--- src/rtl/sm83_bus_pkg.sv ---
// Shared constants and types for the SM83 bus controller and OAM DMA engine.
// Optional feature macro: OAM_DMA_ECHO_MAP_EN (fold echo-RAM source pages).
package sm83_bus_pkg;

  localparam logic [15:0] DMA_REG_ADDR = 16'hFF46;
  localparam int unsigned DMA_LEN      = 160;
  localparam logic [7:0]  DMA_LAST_IDX = 8'(DMA_LEN - 1);
  localparam logic [7:0]  OPEN_BUS     = 8'hFF;
  localparam logic [7:0]  SRC_RST      = 8'hFF;

  typedef enum logic [1:0] {
    IDLE,
    SETUP,
    XFER,
    DRAIN
  } dma_state_t;

  // Source page actually driven on the bus; the register readback stays raw.
  function automatic logic [7:0] dma_src_eff(input logic [7:0] src);
`ifdef OAM_DMA_ECHO_MAP_EN
    return (src >= 8'hE0) ? (src & 8'hDF) : src;
`else
    return src;
`endif
  endfunction

endpackage

--- src/rtl/oam_dma_engine.sv ---
// OAM DMA sequencer: state, byte index and the one-cycle read-to-write pipeline.
// Reads for index i are issued in XFER; the OAM write of i follows a cycle later
// with the synchronous memory's data.
module oam_dma_engine
  import sm83_bus_pkg::*;
(
  input  logic       clk,
  input  logic       rst,
  input  logic       start_i,
  input  logic [7:0] bus_din_i,
  output logic       rd_en_o,
  output logic [7:0] rd_idx_o,
  output logic       dma_active_o,
  output logic [7:0] oam_addr_o,
  output logic [7:0] oam_wdata_o,
  output logic       oam_we_o
);

  dma_state_t state_q;
  logic [7:0] idx_q;
  logic [7:0] idx_d;
  logic [7:0] oam_addr_q;
  logic       oam_we_q;
  logic       active_q;

  assign idx_d = idx_q + 8'd1;

  // Single FSM: a start always wins and re-arms the copy from index 0.
  // NOTE: sequential state uses non-blocking assignments so every register
  // samples the pre-edge values, independent of statement order.
  always_ff @(posedge clk or posedge rst) begin
    if (rst) begin
      state_q    <= IDLE;
      idx_q      <= '0;
      oam_addr_q <= '0;
      oam_we_q   <= 1'b0;
      active_q   <= 1'b0;
    end else if (start_i) begin
      state_q  <= SETUP;
      idx_q    <= '0;
      oam_we_q <= 1'b0;
      active_q <= 1'b1;
    end else begin
      oam_we_q <= (state_q == XFER);
      if (state_q == XFER) begin
        oam_addr_q <= idx_q;
      end
      case (state_q)
        IDLE:  ;
        SETUP: state_q <= XFER;
        XFER: begin
          if (idx_q == DMA_LAST_IDX) begin
            state_q <= DRAIN;
          end else begin
            idx_q <= idx_d;
          end
        end
        DRAIN: begin
          state_q  <= IDLE;
          active_q <= 1'b0;
        end
        default: state_q <= IDLE;
      endcase
    end
  end

  assign rd_en_o      = (state_q == XFER);
  assign rd_idx_o     = idx_q;
  assign dma_active_o = active_q;
  // A restart in the same cycle abandons whatever write is in flight.
  assign oam_we_o     = oam_we_q & ~start_i;
  assign oam_addr_o   = oam_addr_q;
  assign oam_wdata_o  = oam_we_o ? bus_din_i : 8'h00;

endmodule

--- src/rtl/oam_dma_ctrl.sv ---
// Bus controller: 0xFF46 source register, CPU/DMA bus muxing and CPU lockout.
// Optional feature macro: OAM_DMA_ECHO_MAP_EN (echo-RAM source folding).
module oam_dma_ctrl
  import sm83_bus_pkg::*;
(
  input  logic        clk,
  input  logic        rst,
  input  logic [15:0] cpu_addr,
  input  logic [7:0]  cpu_dout,
  input  logic        cpu_oe,
  input  logic        cpu_wr,
  input  logic        cpu_cs,
  output logic [7:0]  cpu_din,
  output logic [15:0] bus_addr,
  output logic [7:0]  bus_dout,
  output logic        bus_oe,
  output logic        bus_wr,
  output logic        bus_cs,
  input  logic [7:0]  bus_din,
  output logic [7:0]  oam_addr,
  output logic [7:0]  oam_wdata,
  output logic        oam_we,
  output logic        dma_active
);

  logic       reg_hit;
  logic       dma_start;
  logic       rd_en;
  logic [7:0] rd_idx;
  logic [7:0] src_q;
  logic [7:0] src_d;
  logic [7:0] src_eff;

  assign reg_hit   = cpu_cs && (cpu_addr == DMA_REG_ADDR);
  assign dma_start = reg_hit && cpu_wr;
  assign src_d     = dma_start ? cpu_dout : src_q;
  assign src_eff   = dma_src_eff(src_q);

  // Source register, serviced in every state.
  always_ff @(posedge clk or posedge rst) begin
    if (rst) begin
      src_q <= SRC_RST;
    end else begin
      src_q <= src_d;
    end
  end

  oam_dma_engine u_engine (
    .clk          (clk),
    .rst          (rst),
    .start_i      (dma_start),
    .bus_din_i    (bus_din),
    .rd_en_o      (rd_en),
    .rd_idx_o     (rd_idx),
    .dma_active_o (dma_active),
    .oam_addr_o   (oam_addr),
    .oam_wdata_o  (oam_wdata),
    .oam_we_o     (oam_we)
  );

  // Bus ownership: DMA reads in XFER, otherwise CPU pass-through unless locked out.
  // NOTE: every output gets a default first so no path leaves it unassigned,
  // which would otherwise infer a latch.
  always_comb begin
    bus_addr = cpu_addr;
    bus_dout = cpu_dout;
    bus_oe   = cpu_oe;
    bus_wr   = cpu_wr;
    bus_cs   = cpu_cs;
    if (rd_en) begin
      bus_addr = {src_eff, rd_idx};
      bus_dout = 8'h00;
      bus_oe   = 1'b1;
      bus_wr   = 1'b0;
      bus_cs   = 1'b1;
    end else if (dma_active || reg_hit) begin
      bus_oe = 1'b0;
      bus_wr = 1'b0;
      bus_cs = 1'b0;
    end
  end

  assign cpu_din = reg_hit    ? src_q    :
                   dma_active ? OPEN_BUS : bus_din;

endmodule
--- config.mk ---
export PLATFORM = sky130hd
export DESIGN_NAME = oam_dma_ctrl
export DESIGN_NICKNAME = d
export VERILOG_FILES = /design/src/rtl/sm83_bus_pkg.sv /design/src/rtl/oam_dma_engine.sv /design/src/rtl/oam_dma_ctrl.sv
export SDC_FILE = /design/constraint.sdc
export NUM_CORES = 1
export LEC_CHECK = 0
export ABC_AREA = 1
export CORE_ASPECT_RATIO = 2
export CORE_MARGIN = 5
export CORE_UTILIZATION = 35
export CTS_CLUSTER_SIZE = 10
export DETAILED_ROUTE_END_ITERATION = 12
export PLACE_DENSITY = 0.72
export SETUP_SLACK_MARGIN = 0.5
export SLEW_MARGIN = 15
export SYNTH_ARGS = -nofsm -noshare
export SYNTH_HDL_FRONTEND = slang
export SYNTH_HIERARCHICAL = 1
export SYNTH_SLANG_ARGS = --single-unit
--- constraint.sdc ---
create_clock -name clk -period 2.48 [get_ports clk]
set_input_delay 0.372 -clock clk [delete_from_list [all_inputs] [get_ports clk]]
set_output_delay 0.372 -clock clk [all_outputs]
set_load 0.1 [all_outputs]
# Word-level counts from Yosys, hierarchy flattened
# Index checks and enable logic that the tools add are counted.
# classes
n_addsub,1
n_eq_ne,7
muxes,20
n_bitwise,2
n_reduce_logical,9
# ops
op,n
$mux W8,7
$eq A16 B16 Y1 const B,1
$mux W16,1
$mux W1,9
$add A8 B1 Y8 const B,1
$eq A8 B8 Y1 const B,1
$pmux W2 S3,1
$reduce_and A2 Y1,3
$eq A2 B2 Y1 const B,2
$mux W2,2
$reduce_bool A2 Y1,2
$reduce_bool A4 Y1,1
$ne A3 B2 Y1 const B,1
$eq A2 B1 Y1 const B,1
$logic_and A1 B1 Y1,2
$ne A2 B2 Y1 const B,1
$and A1 B1 Y1,1
$logic_or A1 B1 Y1,1
$not A1 Y1,1
# totals
ff_bits,28
input_bits,37
output_inout_bits,53
elab_cells,45

# Longest topological paths before layout
# depth
word_depth,6
mapped_depth,12

# By module
# Netlist, hierarchy kept.
# modules_own_cells
module,instances,cells_per_inst,area_each_um2,seq_area_each_um2
oam_dma_ctrl,1,180,1026.0,210.2
oam_dma_engine,1,132,1023.5,500.5

# Worst setup path after synthesis
# OpenSTA, ideal clock, no wires.
# synth_timing
path_kind,reg-to-output
from,reg u_engine.active_q (netlist: u_engine/dma_active_o)
to,out bus_wr
arrival_ps,3019
path_slack_ps,-911
stages_incl_launch_ff,2
path_buffers,0
cell_sequence,dfrtp_1 > nor3_1
# synth_between
elab_chain_cells,3
# synth_rtl
element,line,rtl
"start, declared",oam_dma_engine.sv:24,logic active_q;
"start signal, assigned",oam_dma_engine.sv:37,active_q <= 1'b0;
"start signal, assigned",oam_dma_engine.sv:42,active_q <= 1'b1;
"start signal, assigned",oam_dma_engine.sv:60,active_q <= 1'b0;
$logic_or A1 B1 Y1,oam_dma_ctrl.sv:76,end else if (dma_active || reg_hit) begin
$mux W1,oam_dma_ctrl.sv:76,
$mux W1,oam_dma_ctrl.sv:70,if (rd_en) begin
"end, declared",oam_dma_ctrl.sv:17,"output logic bus_wr,"
# No other way between the ends.

# Worst setup path after layout
# layout_timing
from,in cpu_addr[7]
to,out oam_wdata[4]
# layout_between
elab_chain_cells,6
# layout_rtl
element,line,rtl
"start, declared",oam_dma_ctrl.sv:8,"input logic [15:0] cpu_addr,"
$eq A16 B16 Y1,oam_dma_ctrl.sv:34,assign reg_hit = cpu_cs && (cpu_addr == DMA_REG_ADDR);
$logic_and A1 B1 Y1,oam_dma_ctrl.sv:34,
$logic_and A1 B1 Y1,oam_dma_ctrl.sv:35,assign dma_start = reg_hit && cpu_wr;
net dma_start,oam_dma_ctrl.sv:27,logic dma_start;
$not A1 Y1 (no source line),n/a,
$and A1 B1 Y1,oam_dma_engine.sv:71,assign oam_we_o = oam_we_q & ~start_i;
$mux W8,oam_dma_engine.sv:73,assign oam_wdata_o = oam_we_o ? bus_din_i : 8'h00;
"end, declared",oam_dma_ctrl.sv:21,"output logic [7:0] oam_wdata,"
# The timed path passes the listed nets, and every way through them passes these cells.

==> impl_metrics.csv <==
group,metric,value,unit
setup_path,crit_fanout,5,
setup_path,cp-end-kind,"output port",
clock_tree,htree_levels,1,
setup_path,critPathArrivalTime,1.58,ns
timing,holdWs,0.464,ns
timing,hold_viol_final,0,
detailed_routing,vias,2439,
finish,final_common_cell,"nand2_1",
status,outcome,"complete, no violations",
detailed_routing,wl,7610,µm
setup_path,path_class,"primary input to output port",
clock_tree,clock-root-buffer,"clkbuf_16",
timing,fmax,512,MHz
yosys,syn_nets,350,
timing,tns,0,ns
power,p_leak,1.96,nW
timing,rsz0062_at_grt,"yes",
detailed_routing,routedWlPerCell,15.6,µm
yosys,synth_warnings,6,
finish,nFillCells,410,
finish,regArea,712,µm²
power,combPwrFrac,60.4,%
finish,num_antenna_cells,0,
power,internal_power,1.41,mW
placed_design,gp_congestion,0.940,
power,p_switching,1.55,mW
timing,fin_worst_skew,0.00268,ns
clock_tree,postCtsHoldBufs,0,
timing,layout_min_cycle_time,1.95,ns
yosys,syn_area,2050,µm²
grt,antenna_found_initial,0,
grt,track_usage,20.0,%
power,swShare,52.4,%
detailed_routing,drc,0,
grt,grt_max_degree,21,
timing,period_share,78.8,%
yosys,synth.yosys.seq_area_share,34.7,%
detailed_routing,wl_met1,2500,µm
power,powerDensity,727,nW/µm²
detailed_routing,maxUsedRoutingLayer,"met4",
timing,max_slew.worst_pin.slew,0.406,ns
detailed_routing,route.met3.wl,318,µm
floorplanning,top_level_ports,90,
clock_tree,cts_made_buffers,3,
hold_path,worstHoldPathType,"primary input to async pin",
finish,final_layout_size_suffix_gt1_share,50.7,%
finish,final_cell_mix,"nand2_1 (93), buf_12 (48), buf_4 (35)",
floorplanning,initial_core_util,35.9,%
detailed_routing,via_per_inst,4.99,
clock_tree,cts_tree,"built",
clock_tree,cts.clk_slew.worst_paths,0.07,ns
clock_tree,cts.sinks,28,
floorplanning,die_h,118,µm
detailed_routing,met2_length,4530,µm
power,p_clk_share,16.0,%
setup_path,worstSetupStartpointType,"primary input",
yosys,avgSynthCellArea,6.57,µm²
yosys,synth-seq-cells,28,
timing,relSlewSlack,72.8,%
placed_design,place_hpwl,5990,µm
clock_tree,clk_path_buf_depth,2,
yosys,synthCells,312,
floorplanning,fp.dieW,64.1,µm
floorplanning,num_rows,39,
yosys,ys_types,27,
job,drv_cap,0,
clock_tree,clk_latency,0.26,ns
grt,grt_pass1_wl,12300,µm
setup_path,worstPathRequired,2.11,ns
detailed_routing,drtPass1Iterations,4,
placed_design,port_buffers,89,
grt,grt_pass1_vias,2525,
grt,overflow,0,
detailed_routing,ant_nets,0,
floorplanning,core-area,5710,µm²
detailed_routing,drt_iter0_drc,92,
finish,multiInputGateArea,1460,µm²
finish,syn2layout_area_growth,98.4,%
timing,setup_viol,0,
floorplanning,die-area,7580,µm²
timing,final_max_slew_viol_count,0,
power,worst_ir_drop_vdd,0.852,mV
power,pwr-share-seq,23.6,%
finish,fin_nets,467,
-- timing repair --
item,4_1_cts,5_1_grt
gates resized for setup,85,28
pin swaps,21,17
setup buffers,18,3
endpoints found under the setup margin,40,26
-- metal layers --
layer | vias up | GRT usage [%]
met5 | - | 0
met2 | 85 | 39.4
li1 | 1191 | -
met4 | 0 | 8.54
met3 | 19 | 1.90
met1 | 1144 | 20.0
-- final timing paths --
check	slack, ns	cells after the start	end	from
setup / recovery	0.53	13	oam_wdata[4]	cpu_addr[7]
hold / removal	0.46	3	u_engine/oam_addr_o[6]$_DFFE_PP0P_	rst
setup reg to reg	0.94	8	u_engine/rd_idx_o[3]$_DFFE_PP0P_	u_engine/rd_idx_o[1]$_DFFE_PP0P_
hold reg to reg	0.48	2	src_eff[4]$_DFFE_PP1P_	src_eff[4]$_DFFE_PP1P_
max in group asynchronous	1.79	3	u_engine/dma_active_o$_DFFE_PP0P_	rst
min in group clk	0.48	2	src_eff[4]$_DFFE_PP1P_	src_eff[4]$_DFFE_PP1P_
-- critical path: stages --
cell,delay [ns]
buf_12,0.11
inv_12,0.05
nand2_4,0.04
nor2_4,0.13
nand3_4,0.10
nor2_8,0.13
nand2_4,0.07
inv_6,0.08
clkinv_8,0.05
nand2_8,0.09
buf_12,0.14
nor2_4,0.05
buf_12,0.15
-- power groups by stage --
stage          registers [mW]  clock network, mW  logic (mW)
6_report                0.699              0.473        1.79
4_1_cts                 0.696              0.478        1.78
3_3_place_gp            0.700                  0        1.76
2_1_floorplan            1.05                  0       0.821
5_1_grt                 0.721              0.496        1.85
3_5_place_dp            0.702                  0        1.77
-- logic make-up (layout without fill, tap and decap cells) --
| group | count (synthesis) | count (layout) | share of synthesized area (%) |
|---|---|---|---|
| compound gates | 18 | 18 | 4.76 |
| xor+xnor | 2 | 2 | 0.855 |
| fa+ha+maj | 1 | 1 | 0.610 |
| buf+inv | 48 | 164 | 9.40 |
| flops | 28 | 28 | 34.7 |
| simple gates | 215 | 215 | 49.7 |
-- registers in the layout, indices dropped and copies added, names as in the netlist --
signal and cells:
src_eff 8, u_engine/dma_active_o 1, u_engine/oam_we_q 1, u_engine/oam_addr_o 8
u_engine/rd_idx_o 8, u_engine/state_q 2
-- metrics by stage --
| stage | cells | worst slack (ns) | utilization (%) | instance area (µm²) | power (mW) |
|---|---|---|---|---|---|
| 6_report | 489 | 0.527 | 71.2 | 4070 | 2.96 |
| 5_1_grt | 489 | 0.478 | 71.2 | 4070 | 3.07 |
| 4_1_cts | 486 | 0.503 | 70.1 | 4000 | 2.96 |
| 3_5_place_dp | 464 | 0.00112 | 64.7 | 3690 | 2.47 |
| 3_3_place_gp | 464 | 0.0216 | 64.7 | 3690 | 2.46 |
| 2_1_floorplan | 312 | 0.264 | - | 2280 | 1.87 |
-- final cells by class --
cell class,instances,share of cell area (%)
Timing Repair Buffer,119,37.5
Multi-Input combinational cell,236,35.8
Sequential cell,28,17.5
Inverter,41,4.74
Tap cell,61,1.88
Clock buffer,3,1.85
Clock inverter,1,0.739
-- synthesized netlist by cell type --
master	n	share of area (%)
a21oi_1	1	0.24
nand3b_4	1	0.98
nand2_1	125	23
nor2_4	8	4.4
o21ai_0	7	1.7
dfstp_2	8	10
clkbuf_1	2	0.37
ha_1	1	0.61
nor2_1	32	5.9
xor2_1	2	0.85
nor2_8	1	0.98
o21ai_2	2	0.85
inv_2	7	1.3
dfrtp_1	20	24
nor3_1	2	0.49
o21ai_1	8	2.0
nand2_4	3	1.6
nand2_2	6	1.8
nand3_1	26	6.3
buf_1	1	0.18
inv_1	33	6.0
buf_6	1	0.55
nand3_4	1	0.85
buf_2	3	0.73
clkinv_2	1	0.24
nand3_2	2	0.98
or2_1	8	2.4
Note: power is estimated with default switching activity, not from simulation.
